**src/rtl/manh_update_sequencer_if.sv**
```systemverilog
// Handshake/bus bundle between the training sequencer and the weight RAM + MAC datapath.
// WASTED_CYCLE_STALL exists only when WASTED_CYCLE_STALL_EN is defined.
interface manh_update_sequencer_if #(
  parameter int unsigned ADDR_W  = 4,
  parameter int unsigned EPOCH_W = 10
);
  logic               start;
  logic               mac_done;
  logic               training_done;
  logic [ADDR_W-1:0]  w_addr;
  logic               INITIAL_ROM_READ_FLAG;
  logic               old_weight_rd;
  logic               write_training;
  logic               layer_sel;
  logic               fwd_start;
  logic               first_manh_finished;
  logic               second_manh_finished;
  logic               training_mode;
  logic               stop;
  logic [EPOCH_W-1:0] epoch_cnt;
`ifdef WASTED_CYCLE_STALL_EN
  logic               WASTED_CYCLE_STALL;
`endif

  modport master (
    input  start, mac_done, training_done,
`ifdef WASTED_CYCLE_STALL_EN
    output WASTED_CYCLE_STALL,
`endif
    output w_addr, INITIAL_ROM_READ_FLAG, old_weight_rd, write_training, layer_sel,
           fwd_start, first_manh_finished, second_manh_finished, training_mode,
           stop, epoch_cnt
  );

  modport slave (
    output start, mac_done, training_done,
`ifdef WASTED_CYCLE_STALL_EN
    input  WASTED_CYCLE_STALL,
`endif
    input  w_addr, INITIAL_ROM_READ_FLAG, old_weight_rd, write_training, layer_sel,
           fwd_start, first_manh_finished, second_manh_finished, training_mode,
           stop, epoch_cnt
  );
endinterface

```
**src/rtl/manh_update_sequencer.sv**
```systemverilog
// Training-run sequencer: ROM weight load, then per epoch forward pass, Manhattan-rule
// updates of layer 1 and layer 2, convergence check. Optional macro: WASTED_CYCLE_STALL_EN.
module manh_update_sequencer #(
  parameter int unsigned N_W1      = 8,
  parameter int unsigned N_W2      = 4,
  parameter int unsigned ADDR_W    = 4,
  parameter int unsigned MAX_EPOCH = 1000,
  parameter int unsigned EPOCH_W   = 10
) (
  input  logic                    clk,
  input  logic                    rst,
  manh_update_sequencer_if.master bus
);

  typedef enum logic [3:0] {
    IDLE, ROM_LOAD, FWD, M1_RD, M1_WR, M2_RD, M2_WR, CHECK, DONE
`ifdef WASTED_CYCLE_STALL_EN
    , M1_STALL, M2_STALL
`endif
  } state_t;

  localparam logic [ADDR_W-1:0]  L1_LAST     = ADDR_W'(N_W1 - 1);
  localparam logic [ADDR_W-1:0]  L2_FIRST    = ADDR_W'(N_W1);
  localparam logic [ADDR_W-1:0]  W_LAST      = ADDR_W'(N_W1 + N_W2 - 1);
  localparam logic [EPOCH_W:0]   EPOCH_LIMIT = (EPOCH_W + 1)'(MAX_EPOCH);

  state_t           state;
  logic [EPOCH_W:0] epoch_nxt;

  // One extra bit so the limit compare stays correct when MAX_EPOCH == 2**EPOCH_W.
  assign epoch_nxt = {1'b0, bus.epoch_cnt} + (EPOCH_W + 1)'(1);

  always_ff @(posedge clk or negedge rst) begin
    if (!rst) begin
      state                    <= IDLE;
      bus.w_addr               <= '0;
      bus.INITIAL_ROM_READ_FLAG <= 1'b0;
      bus.old_weight_rd        <= 1'b0;
      bus.write_training       <= 1'b0;
      bus.layer_sel            <= 1'b0;
      bus.fwd_start            <= 1'b0;
      bus.first_manh_finished  <= 1'b0;
      bus.second_manh_finished <= 1'b0;
      bus.training_mode        <= 1'b0;
      bus.stop                 <= 1'b0;
      bus.epoch_cnt            <= '0;
`ifdef WASTED_CYCLE_STALL_EN
      bus.WASTED_CYCLE_STALL   <= 1'b0;
`endif
    end else begin
      case (state)
        IDLE, DONE: begin
          if (bus.start) begin
            state                     <= ROM_LOAD;
            bus.w_addr                <= '0;
            bus.epoch_cnt             <= '0;
            bus.stop                  <= 1'b0;
            bus.training_mode         <= 1'b1;
            bus.INITIAL_ROM_READ_FLAG <= 1'b1;
            bus.write_training        <= 1'b1;
          end
        end
        ROM_LOAD: begin
          if (bus.w_addr == W_LAST) begin
            state                     <= FWD;
            bus.INITIAL_ROM_READ_FLAG <= 1'b0;
            bus.write_training        <= 1'b0;
            bus.fwd_start             <= 1'b1;
          end else begin
            bus.w_addr <= bus.w_addr + ADDR_W'(1);
          end
        end
        FWD: begin
          // mac_done is not looked at during the fwd_start cycle.
          if (bus.fwd_start) begin
            bus.fwd_start <= 1'b0;
          end else if (bus.mac_done) begin
            state             <= M1_RD;
            bus.w_addr        <= '0;
            bus.old_weight_rd <= 1'b1;
            bus.layer_sel     <= 1'b0;
          end
        end
`ifdef WASTED_CYCLE_STALL_EN
        M1_RD: begin
          state                  <= M1_STALL;
          bus.old_weight_rd      <= 1'b0;
          bus.WASTED_CYCLE_STALL <= 1'b1;
        end
        M2_RD: begin
          state                  <= M2_STALL;
          bus.old_weight_rd      <= 1'b0;
          bus.WASTED_CYCLE_STALL <= 1'b1;
        end
        M1_STALL: begin
          state                   <= M1_WR;
          bus.WASTED_CYCLE_STALL  <= 1'b0;
          bus.write_training      <= 1'b1;
          bus.first_manh_finished <= (bus.w_addr == L1_LAST);
        end
        M2_STALL: begin
          state                    <= M2_WR;
          bus.WASTED_CYCLE_STALL   <= 1'b0;
          bus.write_training       <= 1'b1;
          bus.second_manh_finished <= (bus.w_addr == W_LAST);
        end
`else
        M1_RD: begin
          state                   <= M1_WR;
          bus.old_weight_rd       <= 1'b0;
          bus.write_training      <= 1'b1;
          bus.first_manh_finished <= (bus.w_addr == L1_LAST);
        end
        M2_RD: begin
          state                    <= M2_WR;
          bus.old_weight_rd        <= 1'b0;
          bus.write_training       <= 1'b1;
          bus.second_manh_finished <= (bus.w_addr == W_LAST);
        end
`endif
        M1_WR: begin
          bus.write_training      <= 1'b0;
          bus.first_manh_finished <= 1'b0;
          bus.old_weight_rd       <= 1'b1;
          if (bus.w_addr == L1_LAST) begin
            state         <= M2_RD;
            bus.w_addr    <= L2_FIRST;
            bus.layer_sel <= 1'b1;
          end else begin
            state      <= M1_RD;
            bus.w_addr <= bus.w_addr + ADDR_W'(1);
          end
        end
        M2_WR: begin
          bus.write_training       <= 1'b0;
          bus.second_manh_finished <= 1'b0;
          if (bus.w_addr == W_LAST) begin
            state         <= CHECK;
            bus.layer_sel <= 1'b0;
          end else begin
            state             <= M2_RD;
            bus.w_addr        <= bus.w_addr + ADDR_W'(1);
            bus.old_weight_rd <= 1'b1;
          end
        end
        CHECK: begin
          bus.epoch_cnt <= epoch_nxt[EPOCH_W-1:0];
          if (bus.training_done || epoch_nxt == EPOCH_LIMIT) begin
            state             <= DONE;
            bus.stop          <= 1'b1;
            bus.training_mode <= 1'b0;
          end else begin
            state         <= FWD;
            bus.fwd_start <= 1'b1;
          end
        end
        default: state <= IDLE;
      endcase
    end
  end

endmodule

```
**src/flat_wrapper.sv**
```systemverilog
// flat-port wrapper written by rule: the top's interface ports become plain ports
module manh_update_sequencer_flat 
#(
  parameter int unsigned N_W1      = 8,
  parameter int unsigned N_W2      = 4,
  parameter int unsigned ADDR_W    = 4,
  parameter int unsigned MAX_EPOCH = 1000,
  parameter int unsigned EPOCH_W   = 10
)
  (clk, rst, bus_start, bus_mac_done, bus_training_done, bus_w_addr, bus_INITIAL_ROM_READ_FLAG, bus_old_weight_rd, bus_write_training, bus_layer_sel, bus_fwd_start, bus_first_manh_finished, bus_second_manh_finished, bus_training_mode, bus_stop, bus_epoch_cnt);
  manh_update_sequencer_if #(.ADDR_W(ADDR_W), .EPOCH_W(EPOCH_W)) bus_i ();
  input  logic clk;
  input  logic rst;
  input wire logic [$bits(bus_i.start)-1:0] bus_start;
  input wire logic [$bits(bus_i.mac_done)-1:0] bus_mac_done;
  input wire logic [$bits(bus_i.training_done)-1:0] bus_training_done;
  output wire logic [$bits(bus_i.w_addr)-1:0] bus_w_addr;
  output wire logic [$bits(bus_i.INITIAL_ROM_READ_FLAG)-1:0] bus_INITIAL_ROM_READ_FLAG;
  output wire logic [$bits(bus_i.old_weight_rd)-1:0] bus_old_weight_rd;
  output wire logic [$bits(bus_i.write_training)-1:0] bus_write_training;
  output wire logic [$bits(bus_i.layer_sel)-1:0] bus_layer_sel;
  output wire logic [$bits(bus_i.fwd_start)-1:0] bus_fwd_start;
  output wire logic [$bits(bus_i.first_manh_finished)-1:0] bus_first_manh_finished;
  output wire logic [$bits(bus_i.second_manh_finished)-1:0] bus_second_manh_finished;
  output wire logic [$bits(bus_i.training_mode)-1:0] bus_training_mode;
  output wire logic [$bits(bus_i.stop)-1:0] bus_stop;
  output wire logic [$bits(bus_i.epoch_cnt)-1:0] bus_epoch_cnt;
  assign bus_i.start = bus_start;
  assign bus_i.mac_done = bus_mac_done;
  assign bus_i.training_done = bus_training_done;
  assign bus_w_addr = bus_i.w_addr;
  assign bus_INITIAL_ROM_READ_FLAG = bus_i.INITIAL_ROM_READ_FLAG;
  assign bus_old_weight_rd = bus_i.old_weight_rd;
  assign bus_write_training = bus_i.write_training;
  assign bus_layer_sel = bus_i.layer_sel;
  assign bus_fwd_start = bus_i.fwd_start;
  assign bus_first_manh_finished = bus_i.first_manh_finished;
  assign bus_second_manh_finished = bus_i.second_manh_finished;
  assign bus_training_mode = bus_i.training_mode;
  assign bus_stop = bus_i.stop;
  assign bus_epoch_cnt = bus_i.epoch_cnt;
  manh_update_sequencer #(.N_W1(N_W1), .N_W2(N_W2), .ADDR_W(ADDR_W), .MAX_EPOCH(MAX_EPOCH), .EPOCH_W(EPOCH_W)) u_core (.clk(clk), .rst(rst), .bus(bus_i));
endmodule
```
**config.mk**
```make
export PLATFORM = sky130hd
export DESIGN_NAME = manh_update_sequencer_flat
export DESIGN_NICKNAME = d
export VERILOG_FILES = /design/src/rtl/manh_update_sequencer_if.sv /design/src/rtl/manh_update_sequencer.sv /design/src/flat_wrapper.sv
export SDC_FILE = /design/constraint.sdc
export NUM_CORES = 1
export LEC_CHECK = 0
export ABC_AREA = 1
export ABC_CLOCK_PERIOD_IN_PS = 3300
export CAP_MARGIN = 30
export CORE_MARGIN = 3
export CORE_UTILIZATION = 56
export DETAILED_ROUTE_END_ITERATION = 8
export PLACE_DENSITY = 0.9
export RECOVER_POWER = 25
export SETUP_SLACK_MARGIN = 0.3
export SYNTH_ARGS = -nofsm -noshare
export SYNTH_HDL_FRONTEND = slang
export SYNTH_SLANG_ARGS = --single-unit
```
**constraint.sdc**
```tcl
create_clock -name clk -period 3.3 [get_ports clk]
set_clock_uncertainty 0.05 [all_clocks]
set_input_delay 0.66 -clock clk [delete_from_list [all_inputs] [get_ports clk]]
set_output_delay 0.66 -clock clk [all_outputs]
set_load 0.01 [all_outputs]
```
==> results by group <==
GRT
  – GR Overflow Total: 0
  – First-pass GRT wire length: 6.32 mm
  – Largest net degree at the start of global routing: 28
  – Vias in the first global route: 1436
  – All-Layer GR Usage: 0.240
  – Initial antenna violation count: 0

Timing
  – Min Clock Period, post-route: 2.11 ns
  – Setup Total Neg Slack: 0 ns
  – Final setup fails: 0
  – Worst-margin pin slew: 1.46 ns
  – RSZ-0062 raised after global routing: no
  – Slew margin rel.: 0.0249
  – Slew Viols, Final: 0
  – Fmax: 474 MHz
  – Crit share post-route: 0.640
  – WHS: 0.473 ns
  – Final-report hold violation count: 0

Synth
  – Mux contribution to synthesized area: 0.00717
  – Syn Area/Cell: 7.51 µm²
  – Most area-consuming cells after synthesis: dfrtp_1 43%, nand2_1 12%, inv_1 6.7%, nor2_1 4.8%, nand3_1 4.5%
  – Ys Warns: 0
  – Largest family of logic cells by synthesized area: simple AND/OR/NAND/NOR gates
  – Yosys top cell by area: dfrtp_1
  – Post-synth net total: 216
  – Simple-Gate Fraction of Synth Area: 0.320
  – Yosys cell types: 26
  – Count of state elements after synthesis: 27
  – Yosys top cell area share: 0.430
  – Synth Instances: 209
  – Synth Area in Adders: 0.0159
  – Syn Std Cell Area: 1570 µm²
  – Synth Area in XOR/XNOR: 0.0112
  – Sequential area share after synthesis: 0.430
  – Compound-Gate Fraction of Synth Area: 0.130

Clocking
  – Clock latency on the worst-skew pair: 0.34 ns
  – Setup Buffers After CTS: 0
  – Clock slew at reported path FFs: 0.14 ns
  – Hold_buf cts: 0
  – CTS tree: yes
  – Clock tree root buffer cell: clkbuf_4
  – Number of buffers created by CTS: 3
  – Sink Count: 27
  – H-tree depth: 1
  – Count of cells resized by post-cts repair: 0
  – Clock Tree Buf Depth: 2

Worst setup path
  – Worst R2R Path Depth: 8
  – Bufs and invs on worst path: 1
  – Worst R2R Start: u_core.bus.w_addr[1]
  – Worst Path Max Fanout: 7
  – Crit-path max cell delay: 0.58 ns
  – Type of origin of the critical path: flop
  – Cell family with most CP delay: buffers and inverters
  – R2R Path End: u_core.state[3]
  – R2r setup slk: 1.48 ns
  – Crit. End Element: primary output
  – CP Class: reg2out
  – Slowest cell on crit path: clkdlybuf4s50_1
  – Crit-path cells: clkdlybuf4s50_1
  – Critical Path RT: 2.59 ns
  – Crit path DAT: 1.40 ns

Layout
  – P&R area growth vs syn: 21.5%
  – Inserted Diodes: 0
  – Max reg flops: 10
  – Most flop-heavy register: u_core.bus.epoch_cnt
  – Layout cells sized above 1: 0.124
  – Nets@finish: 249
  – Post-route cell area: 1910 µm²
  – Largest registers: u_core.bus.epoch_cnt (10), u_core.bus.w_addr (4), u_core.state (4)
  – Filler instances: 207

Detailed routing
  – Via density: 5.60
  – WL per Instance: 13.6 µm
  – Total Wirelength: 3.70 mm
  – Router iterations before antenna repair: 5
  – Total number of vias: 1518
  – Routed Antenna Nets: 0
  – Initial DRC count: 112
  – Remaining DRCs: 0

Floorplan
  – I/O pin count: 28
  – Die span in x: 59.0 µm
  – Core Footprint: 2570 µm²
  – Die area: 3480 µm²
  – Initial Utilization: 0.612
  – Core Rows: 18
  – Die height: 59.0 µm

Placed design
  – Port buffer count: 27
  – DP Wirelength: 2.82 mm
  – Placer congestion estimate: 0.876
  – Area of placed instances: 1890 µm²

Power and ir drop
  – Peak supply drop: 646 µV
  – Leakage power: 0.000895 µW
  – Total power per unit cell area: 736 nW/µm²
  – Total power: 1410 µW

Job
  – Max-cap viol count: 0

Worst hold path
  – Hold Startpoint: u_core.bus.training_mode
  – Worst min path class: reg2reg
  – Hold path endpoint: u_core.bus.training_mode
  – Hold Path Stages: 2

Status
  – Outcome: finished clean
[power by group]
part           internal, µW  leakage, µW  switching, µW
combinational           306     0.000523            453
clock                  47.6    0.0000150            101
sequential              419     0.000357           79.7
total                   772     0.000895            633
[cells by family (layout without fill, tap and decap cells)]
kind of cell / Yosys count / count (layout)
flops: 27 / 27
xor+xnor: 2 / 2
compound gates: 33 / 33
fa+ha+maj: 2 / 2
mux: 1 / 1
simple gates: 108 / 108
buf+inv: 36 / 68
[Yosys cell counts]
cell type	count
nand2_1	50
inv_1	28
dfrtp_1	27
nor2_1	20
nand3_1	14
o21ai_0	13
a21oi_1	8
inv_2	8
nor2_2	8
nor3_1	5
nand3_2	4
nand4_1	3
o21ai_1	3
o22ai_1	3
ha_1	2
nand2_2	2
xor2_1	2
a2111oi_0	1
a21oi_4	1
a22o_1	1
mux2_2	1
nand2_4	1
nor2_4	1
o211ai_1	1
o21a_1	1
o21ai_4	1
[cell type report]
cell class | count | area (µm²) | share of cell area
multi-input cells | 146 | 759 | 0.398
repair buffers | 28 | 274 | 0.144
clock buffers | 4 | 26.3 | 0.0138
flip-flops and latches | 27 | 676 | 0.354
inverters | 36 | 135 | 0.0708
well taps | 30 | 37.5 | 0.0197
[layer usage]
metal  vias up  GRT usage  part of all wire
met5         -          0                 0
met3         8     0.0329             0.066
met2        61      0.372              0.47
met4         0     0.0939             0.021
li1        736          -                 -
met1       713      0.340              0.45
[layout by cell type (no fill, tap or decap)]
| master | netlist | routed |
|---|---|---|
| xor2_1 | 2 | 2 |
| nor2_2 | 8 | 8 |
| nand4_1 | 3 | 3 |
| nand3_2 | 4 | 4 |
| ha_1 | 2 | 2 |
| o21ai_4 | 1 | 1 |
| a21oi_1 | 8 | 8 |
| o21ai_0 | 13 | 13 |
| a2111oi_0 | 1 | 1 |
| clkbuf_1 | 0 | 2 |
| nor2_4 | 1 | 1 |
| clkbuf_4 | 0 | 3 |
| clkdlybuf4s50_1 | 0 | 26 |
| o21a_1 | 1 | 1 |
| o21ai_1 | 3 | 3 |
| a21oi_4 | 1 | 1 |
| mux2_2 | 1 | 1 |
| inv_1 | 28 | 28 |
| nand2_4 | 1 | 1 |
| o22ai_1 | 3 | 3 |
| dlygate4sd3_1 | 0 | 1 |
| nand3_1 | 14 | 14 |
| o211ai_1 | 1 | 1 |
| nand2_2 | 2 | 2 |
| nor2_1 | 20 | 20 |
| inv_2 | 8 | 8 |
| a22o_1 | 1 | 1 |
| nand2_1 | 50 | 50 |
| nor3_1 | 5 | 5 |
| dfrtp_1 | 27 | 27 |
[tightest hold or removal path: stages, from the launching register on]
cell and delay [ns]:
dfrtp_1 0.38, nand3_1 0.07, nand2_1 0.05
[worst max path at each step]
stage          cells past startpoint                    start  slack (ns)                       to
2_1_floorplan                     12  u_core.bus.epoch_cnt[0]        1.66     u_core.bus.fwd_start
6_report                           1  u_core.bus.epoch_cnt[2]        1.19         bus_epoch_cnt[2]
3_5_place_dp                       8             bus_mac_done        1.20     u_core.bus.w_addr[0]
4_1_cts                            1  u_core.bus.epoch_cnt[2]        1.18         bus_epoch_cnt[2]
3_3_place_gp                       8             bus_mac_done        1.27     u_core.bus.w_addr[0]
5_1_grt                            2                      rst        0.93  u_core.bus.epoch_cnt[2]
[metrics by stage]
stage               cells  setup slack [ns]  utilization
floorplan             209              1.66            -
global placement      267              1.27        0.734
detailed placement    267              1.20        0.734
CTS                   271              1.18        0.745
global route          271             0.929        0.743
finish                271              1.19        0.743
No activity file was read; power rests on OpenSTA's default activity.
